File: config.mk
export PLATFORM = sky130hd
export DESIGN_NAME = adam_clk_div_ctrl
export DESIGN_NICKNAME = d
export VERILOG_FILES = /design/src/rtl/adam_clk_div_pkg.sv /design/src/rtl/adam_clk_div_cnt.sv /design/src/rtl/adam_clk_div_ctrl.sv
export SDC_FILE = /design/constraint.sdc
export NUM_CORES = 1
export LEC_CHECK = 0
export BUFFER_PORTS_ARGS = -buffer_cell sky130_fd_sc_hd__buf_4
export CORE_MARGIN = 1
export CORE_UTILIZATION = 40
export DETAILED_ROUTE_END_ITERATION = 10
export GPL_ROUTABILITY_DRIVEN = 0
export PLACE_DENSITY = 0.56
export SYNTH_ARGS = -nofsm -noshare
export SYNTH_HDL_FRONTEND = slang
export SYNTH_SLANG_ARGS = --single-unit
File: constraint.sdc
create_clock -name clk -period 7.06 [get_ports clk]
set_input_delay 0.353 -clock clk [delete_from_list [all_inputs] [get_ports clk]]
set_output_delay 0.353 -clock clk [all_outputs]
set_load 0.02 [all_outputs]
File: src/rtl/adam_clk_div_pkg.sv
// Shared types and helpers for the adam_clk_div_ctrl clock divider.
// Controller FSM encoding, smallest legal ratio and the high-phase length rule.
package adam_clk_div_pkg;

  typedef enum logic [1:0] {
    ST_RUN   = 2'd0,
    ST_PEND  = 2'd1,
    ST_GATED = 2'd2
  } state_e;

  localparam int unsigned DIV_MIN = 1;

  // Length of the high phase: odd ratios keep the clock high one cycle longer.
  function automatic int unsigned ceil_half(input int unsigned n);
    return (n + 1) >> 1;
  endfunction

endpackage

File: src/rtl/adam_clk_div_cnt.sv
// Period counter for adam_clk_div_ctrl: wrap detect plus registered divided
// clock and period tick, both derived from the next counter value.
module adam_clk_div_cnt
  import adam_clk_div_pkg::*;
#(
  parameter int DIV_W = 8
) (
  input  logic             clk,
  input  logic             rst_n,
  input  logic [DIV_W-1:0] ratio,
  input  logic             clear,
  input  logic             enable,
  output logic             wrap,
  output logic             div_clk,
  output logic             div_tick
);

  logic [DIV_W-1:0] cnt_q;
  logic [DIV_W-1:0] cnt_d;
  logic [DIV_W-1:0] hi_len;

  assign wrap   = (cnt_q == (ratio - DIV_W'(DIV_MIN)));
  assign hi_len = DIV_W'(ceil_half(32'(ratio)));

  // A disabled counter parks at zero; clear restarts a period immediately.
  always_comb begin
    cnt_d = cnt_q + DIV_W'(1);
    if (!enable || clear || wrap) begin
      cnt_d = '0;
    end
  end

  always_ff @(posedge clk or negedge rst_n) begin
    if (!rst_n) begin
      cnt_q    <= '0;
      div_clk  <= 1'b0;
      div_tick <= 1'b0;
    end else begin
      cnt_q    <= cnt_d;
      div_clk  <= enable && (cnt_d < hi_len);
      div_tick <= enable && (cnt_d == '0);
    end
  end

endmodule

File: src/rtl/adam_clk_div_ctrl.sv
// Runtime-programmable glitch-free clock divider with valid/ready ratio config.
// Optional output gating (gate_req/gate_ack) when ADAM_CLK_DIV_CTRL_GATE_EN is defined.
module adam_clk_div_ctrl
  import adam_clk_div_pkg::*;
#(
  parameter int DIV_W   = 8,
  parameter int DEF_DIV = 2
) (
  input  logic             clk,
  input  logic             rst_n,
  input  logic             cfg_valid,
  input  logic [DIV_W-1:0] cfg_div,
  output logic             cfg_ready,
  output logic             cfg_err,
  output logic [DIV_W-1:0] cur_div,
  output logic             busy,
`ifdef ADAM_CLK_DIV_CTRL_GATE_EN
  input  logic             gate_req,
  output logic             gate_ack,
`endif
  output logic             div_clk_o,
  output logic             div_tick_o
);

  state_e           state_q;
  state_e           state_d;
  logic [DIV_W-1:0] pend_q;
  logic             accept;
  logic             req_zero;
  logic             req_ok;
  logic             wrap;
  logic             gate_on;
  logic             gated;
  logic             cnt_en;
  logic             cnt_clr;

`ifdef ADAM_CLK_DIV_CTRL_GATE_EN
  assign gate_on  = gate_req;
  assign gate_ack = gated;
`else
  assign gate_on  = 1'b0;
`endif

  assign accept   = cfg_valid && cfg_ready;
  assign req_zero = accept && (cfg_div < DIV_W'(DIV_MIN));
  assign req_ok   = accept && !req_zero;

  always_ff @(posedge clk or negedge rst_n) begin
    if (!rst_n) begin
      state_q <= ST_RUN;
    end else begin
      state_q <= state_d;
    end
  end

  // Pending ratio changes win over gating; both only act on a period wrap.
  always_comb begin
    state_d = state_q;
    case (state_q)
      ST_RUN: begin
        if (req_ok) begin
          state_d = ST_PEND;
        end else if (gate_on && wrap) begin
          state_d = ST_GATED;
        end
      end
      ST_PEND: begin
        if (wrap) begin
          state_d = ST_RUN;
        end
      end
      ST_GATED: begin
        if (!gate_on) begin
          state_d = ST_RUN;
        end
      end
      default: state_d = ST_RUN;
    endcase
  end

  always_comb begin
    cfg_ready = 1'b1;
    busy      = 1'b0;
    gated     = 1'b0;
    case (state_q)
      ST_PEND: begin
        cfg_ready = 1'b0;
        busy      = 1'b1;
      end
      ST_GATED: gated = 1'b1;
      default: ;
    endcase
  end

  // Entering or holding GATED silences the outputs; leaving restarts a period.
  assign cnt_en  = (state_d != ST_GATED);
  assign cnt_clr = gated && (state_d == ST_RUN);

  always_ff @(posedge clk or negedge rst_n) begin
    if (!rst_n) begin
      cur_div <= DIV_W'(DEF_DIV);
      pend_q  <= '0;
      cfg_err <= 1'b0;
    end else begin
      cfg_err <= req_zero;
      if ((state_q == ST_RUN) && req_ok) begin
        pend_q <= cfg_div;
      end
      if ((state_q == ST_PEND) && wrap) begin
        cur_div <= pend_q;
      end else if (gated && req_ok) begin
        cur_div <= cfg_div;
      end
    end
  end

  adam_clk_div_cnt #(
    .DIV_W (DIV_W)
  ) u_cnt (
    .clk      (clk),
    .rst_n    (rst_n),
    .ratio    (cur_div),
    .clear    (cnt_clr),
    .enable   (cnt_en),
    .wrap     (wrap),
    .div_clk  (div_clk_o),
    .div_tick (div_tick_o)
  );

endmodule
==> impl_metrics.yaml, run 1 <==
global_route:
  grt_max_degree: 30
  gr-usage-all-layers: 0.192
  grt_pass1_wl_um: 7280
  antenna_found_initial: 0
  grt.overflow.total: 0
  grt_pass1_vias: 1478
route:
  routed_wl_um: 4310
  antenna_left: 0
  wl_per_cell_um: 16.6
  viasPerCell: 5.64
  drtIter0Drc: 72
  vias: 1461
  post-route-drc-count: 4
  drtPass1Iterations: 7
setup_path:
  start_kind: "register"
  crit_fanout: 11
  arrival_ps: 3590
  endpoint_kind: "register"
  criticalPathCategory: "reg2reg"
  cp.required_ps: 7280
timing:
  slew_headroom: 0.296
  max_freq_ghz: 0.296
  setup_viol: 0
  finalCritPeriodShare: 0.478
  hold_violations: 0
  period_needed_ps: 3370
  rsz0062_at_grt: "false"
  fin_skew_ps: 7.53
  finalMaxSlewViolations: 0
  fin_setup_tns_ps: 0
  worstMarginPinSlew_ps: 1050
synth:
  syn_area_mm2: 0.00188
  synth_top_area_share: 0.373
  synth-main-ff-cell: "dfrtp_1"
  syn_nets: 208
  ys_ff_latch: 29
  synthAdderAreaFrac: 0.0665
  synth_edf_count: 0
  synthTopCellsByArea: "dfrtp_1, ha_1, xor2_1, mux2_2, a221o_1"
  muxShareOfSynthArea: 0.0479
  synth_top_family_by_area: "simple AND/OR/NAND/NOR gates"
  ys_types: 47
  synth_cells: 187
  ys_warn_count: 0
  synth-simple-area-share: 0.198
  yosysSeqAreaShare: 0.387
  synth_xor_area_frac: 0.102
  synth-async-reset-ratio: 1.00
  synth_compound_area_frac: 0.149
  avgSynthCellArea_um2: 10.1
  yosys.area.top_type: "dfrtp_1"
run:
  cap_violations: 0
clocking:
  cts_made_buffers: 5
  clk_latency_ps: 290
  cts_tree: "done"
  h-tree-depth: 2
  clockRootBuffer: "clkbuf_8"
  cts_resized: 0
  cts_sinks: 29
  clk_pin_slew_worst_paths_ps: 70
  clock_path_buffers: 2
layout:
  layout-area-overhead-vs-synth_pct: 15.0
  diodes: 0
  fillers: 442
  layout-drive-gt1-share: 0.227
  nNetsFinal: 227
  final_util: 0.486
power:
  p_seq_frac: 0.395
  p_leak_uw: 0.000973
  p_switching_uw: 246
  power_uw: 653
  p_per_area_mw_per_mm2: 302
  clkPwrFrac: 0.236
  combPwrFrac: 0.369
  intPower_uw: 407
  swShare: 0.377
  vdd_drop_max_mv: 0.104
status:
  violations: "design-rule violations"
  status: "finished, violations left"
die:
  die_h_um: 70.6
  rows: 24
  core_area_mm2: 0.00444
  die_x_um: 70.6
  io_pins: 24
  dieArea_mm2: 0.00498
  initial_core_util: 0.423
place:
  numPortBuffers: 23
  hpwl_um: 3110
hold_path:
  min_path_type: "in2reg"
==> flip-flops by register name (all words and copies together) (netlist names) <==
name	flops
cur_div	8
u_cnt.div_tick	1
u_cnt.div_clk	1
u_cnt.cnt_q	8
state_q	2
cfg_err	1
pend_q	8
==> worst paths after layout <==
check	cells past startpoint	slack (ps)	startpoint	endpoint
max	15	3690	cur_div[1]$_DFFE_PN1P_	u_cnt.div_clk$_DFF_PN0_
min	2	310	cfg_div[7]	pend_q[7]$_DFFE_PN0P_
max reg2reg	15	3690	cur_div[1]$_DFFE_PN1P_	u_cnt.div_clk$_DFF_PN0_
min reg2reg	1	510	pend_q[0]$_DFFE_PN0P_	cur_div[0]$_DFFE_PN0P_
max in group asynchronous	2	6210	rst_n	cur_div[1]$_DFFE_PN1P_
min in group asynchronous	2	530	rst_n	u_cnt.cnt_q[5]$_DFF_PN0_
==> layout by cell type (no fill, tap or decap), types with 2 or more instances in the layout <==
master,n
xnor2_1,8
nor2b_1,2
nor3_1,5
xor2_1,14
a211oi_1,2
o21bai_1,3
nand4_1,3
ha_1,10
mux2_2,8
and3_1,4
nand3_1,12
buf_4,23
clkbuf_8,7
inv_1,6
or4_1,2
and2_1,8
a221o_1,8
nor2_1,14
a21oi_1,4
nand2_1,7
dfrtp_1,28
o21ai_0,2
a21o_1,3
==> routing by layer <==
metal	wire length (um)	vias to the layer above	part of all wire	global-route usage
li1	-	704	-	-
met5	0	-	0	0
met2	2060	36	0.48	0.317
met1	1980	711	0.46	0.245
met3	170	10	0.039	0.0442
met4	95	0	0.022	0.0778
==> metrics by stage <==
step	hold slack (ps)	worst slack [ps]	cells	cell area, um^2
4_1_cts	306	3690	259	2160
5_1_grt	309	3450	259	2160
3_5_place_dp	304	3740	250	2050
2_1_floorplan	57.4	3930	187	1880
3_3_place_gp	295	3860	250	2050
6_report	312	3690	259	2160
==> cell families after synthesis <==
logic type / count (synthesis)
multiplexers: 8
buffers and inverters: 18
flip-flops: 29
AO/OA/AOI/OAI: 33
adder cells (fa/ha/maj): 10
XOR/XNOR: 22
other: 1
AND/OR/NAND/NOR: 66
==> cells in the mapped netlist (all sizes together), types with 3 or more instances <==
cell type,instances
a21o,3
a21oi,4
a221o,8
and2,9
and3,4
buf,9
clkbuf,3
dfrtp,28
ha,10
inv,6
mux2,8
nand2,7
nand3,12
nand4,3
nor2,15
nor3,5
o21bai,3
xnor2,8
xor2,14
==> cell type report <==
type	count	area [um^2]	area share
clock buffer	7	96.3	0.0446
clock inverter	1	5.00	0.00231
inverter	6	22.5	0.0104
multi-input combinational	140	1060	0.492
sequential	29	727	0.336
tap	52	65.1	0.0301
timing repair buffer	24	183	0.0845
==> power groups by stage <==
stage / clock [uW] / combinational (uW) / sequential, uW
detailed placement: 0 / 240 / 261
CTS: 158 / 244 / 258
floorplan: 0 / 183 / 250
global route: 166 / 269 / 265
global placement: 0 / 237 / 258
finish: 154 / 241 / 258
==> worst max-delay path: stages (launching register included) <==
cell and delay [ps]:
dfstp_2 630, inv_1 70, ha_1 290, o21bai_1 200, a211oi_1 270, o21bai_1 110
and2b_4 200, o22ai_4 280, nor2_1 120, ha_1 330, a21oi_1 130, o22ai_1 90
nor3_1 140, nor2_1 60, a211oi_1 220, o41a_1 180
==> timing repair <==
action,CTS,global route
buffers inserted,0,0
endpoints found under the hold margin,14,0
hold buffers,1,0
Note: power is estimated with default switching activity, not from simulation.
==> run 2: changes to the inputs <==
==> constraint.sdc (replaced) <==
create_clock -name clk -period 3.53 [get_ports clk]
set_input_delay 0.1765 -clock clk [delete_from_list [all_inputs] [get_ports clk]]
set_output_delay 0.1765 -clock clk [all_outputs]
set_load 0.02 [all_outputs]
==> run 2 against run 1 <==
Against the previous run: the flow still finishes with violations (design-rule violations); design area rose by 1.7%; worst setup slack lost 3300 ps; flip-flop and latch count unchanged; first-iteration DRC count shrank 21%; fmax increased by 5.8%; routed wire length grew 1.3%; via count rose by 1.6%; power grew 100%; final cell count is 1.9% higher; global-route usage increased by 0.25 points; critical path type unchanged; largest cell class unchanged.
==> impl_metrics.yaml, run 2 (synthesis gave the netlist of run 1 again) <==
route:
  wl_per_cell_um: 16.5
  post-route-drc-count: 4
  drtIter0Drc: 57
  drtPass1Iterations: 7
  viasPerCell: 5.63
  antenna_left: 0
  routed_wl_um: 4360
  vias: 1485
power:
  vdd_drop_max_mv: 0.200
  p_seq_frac: 0.377
  p_leak_uw: 0.000998
  p_switching_uw: 492
  clkPwrFrac: 0.230
  p_per_area_mw_per_mm2: 601
  intPower_uw: 830
  combPwrFrac: 0.393
  swShare: 0.372
global_route:
  grt_pass1_wl_um: 7370
  grt_max_degree: 30
  gr-usage-all-layers: 0.195
  grt.overflow.total: 0
  antenna_found_initial: 0
  grt_pass1_vias: 1442
hold_path:
  min_path_type: "in2reg"
  hold_depth: 2
setup_path:
  cp_cell_sequence: "inv_1, ha_1, o21bai_1, a211oi_1, o21bai_1, and2b_4, o22ai_4, nor2_1, ha_1, a21oi_1, o22ai_1, nor3_1, nor2_1, a211oi_1, o41a_1"
  arrival_ps: 3410
  crit_fanout: 8
  start_kind: "register"
  cp.required_ps: 3750
  cpPeakStageDelay_ps: 570
  cp_slowest_cell: "dfstp_2"
  endpoint_kind: "register"
  criticalPathCategory: "reg2reg"
  ff2ff_path_depth: 15
clocking:
  clk_latency_ps: 290
  clock_path_buffers: 2
  cts_tree: "done"
  clockRootBuffer: "clkbuf_8"
  h-tree-depth: 2
  cts_made_buffers: 5
  clk_pin_slew_worst_paths_ps: 60
  cts_sinks: 29
timing:
  fin_setup_tns_ps: 0
  period_needed_ps: 3190
  max_freq_ghz: 0.314
  fin_skew_ps: 5.73
  rsz0062_at_grt: "false"
  worstMarginPinSlew_ps: 1060
  slew_headroom: 0.294
  finalCritPeriodShare: 0.903
  finalMaxSlewViolations: 0
  setup_viol: 0
  hold_violations: 0
layout:
  diodes: 0
  final_cell_mix: "dfrtp_1, buf_4, xor2_1, nor2_1, nand3_1"
  layout-drive-gt1-share: 0.245
  seqCellArea_um2: 727
  top_regs: "cur_div (8), pend_q (8), u_cnt.cnt_q (8)"
  nNetsFinal: 232
  final_util: 0.495
  fillers: 435
  layout-area-overhead-vs-synth_pct: 17.0
  multi_input_area_mm2: 0.00106
place:
  numPortBuffers: 23
  hpwl_um: 3240
die:
  initial_core_util: 0.423
  io_pins: 24
  rows: 24
  die_x_um: 70.6
  core_area_mm2: 0.00444
  die_h_um: 70.6
  dieArea_mm2: 0.00498
run:
  cap_violations: 0
status:
  violations: "design-rule violations"
  status: "finished, violations left"
run 2: power by group through the flow:
stage               registers, uW  clock network, uW  logic, uW
finish                        498                304        520
global route                  508                330        581
CTS                           502                313        510
detailed placement            508                  0        506
global placement              503                  0        493
floorplan                     501                  0        365
run 2: routing by layer:
| layer | global-route usage | wire length [um] | vias to the layer above |
|---|---|---|---|
| met5 | 0 | 0 | - |
| met4 | 0.0778 | 84 | 0 |
| met3 | 0.0484 | 183 | 9 |
| met2 | 0.319 | 2150 | 32 |
| met1 | 0.248 | 1940 | 721 |
| li1 | - | - | 723 |
run 2: what timing repair did:
| item | in CTS | in global routing |
|---|---|---|
| hold buffers | 1 | 0 |
| setup buffers | 0 | 3 |
| setup endpoints to repair | 0 | 1 |
| endpoints found under the hold margin | 28 | 0 |
| gates resized for setup | 0 | 0 |
run 2: path summary, 6_finish.rpt:
kind                                   startpoint                  endpoint  slack, ps
setup reg to reg           cur_div[1]$_DFFE_PN1P_   u_cnt.div_clk$_DFF_PN0_        340
hold / removal                         cfg_div[0]     pend_q[0]$_DFFE_PN0P_        140
min in group asynchronous                   rst_n  u_cnt.cnt_q[4]$_DFF_PN0_        360
max in group asynchronous                   rst_n    cur_div[1]$_DFFE_PN1P_       2860
hold reg to reg             pend_q[3]$_DFFE_PN0P_    cur_div[3]$_DFFE_PN0P_        520
setup / recovery           cur_div[1]$_DFFE_PN1P_   u_cnt.div_clk$_DFF_PN0_        340
run 2: worst max-delay path, delay by kind of cell, from the launching register on:
kind / cells / cell delay [ps]
DFF: 1 / 570
buffers and inverters: 1 / 50
and+or+nand+nor: 4 / 500
AOI/OAI and AO/OA: 8 / 1430
adders and majority gates: 2 / 600
run 2: per-stage QoR:
stage / cell area (um^2) / setup slack, ps / hold WS (ps) / power [uW] / std cells
6_report: 2200 / 341 / 137 / 1320 / 264
5_1_grt: 2200 / 82.2 / 133 / 1420 / 264
4_1_cts: 2180 / 175 / 132 / 1320 / 261
3_5_place_dp: 2070 / 196 / 130 / 1010 / 252
3_3_place_gp: 2070 / 331 / 118 / 996 / 252
2_1_floorplan: 1880 / 401 / -119 / 866 / 187
run 2: cell type report:
type | instances | area share
clock buffers | 7 | 0.0438
clock inverters | 1 | 0.00228
inverters | 6 | 0.0102
multi-input cells | 140 | 0.484
flip-flops and latches | 29 | 0.330
well taps | 52 | 0.0296
repair buffers | 29 | 0.100
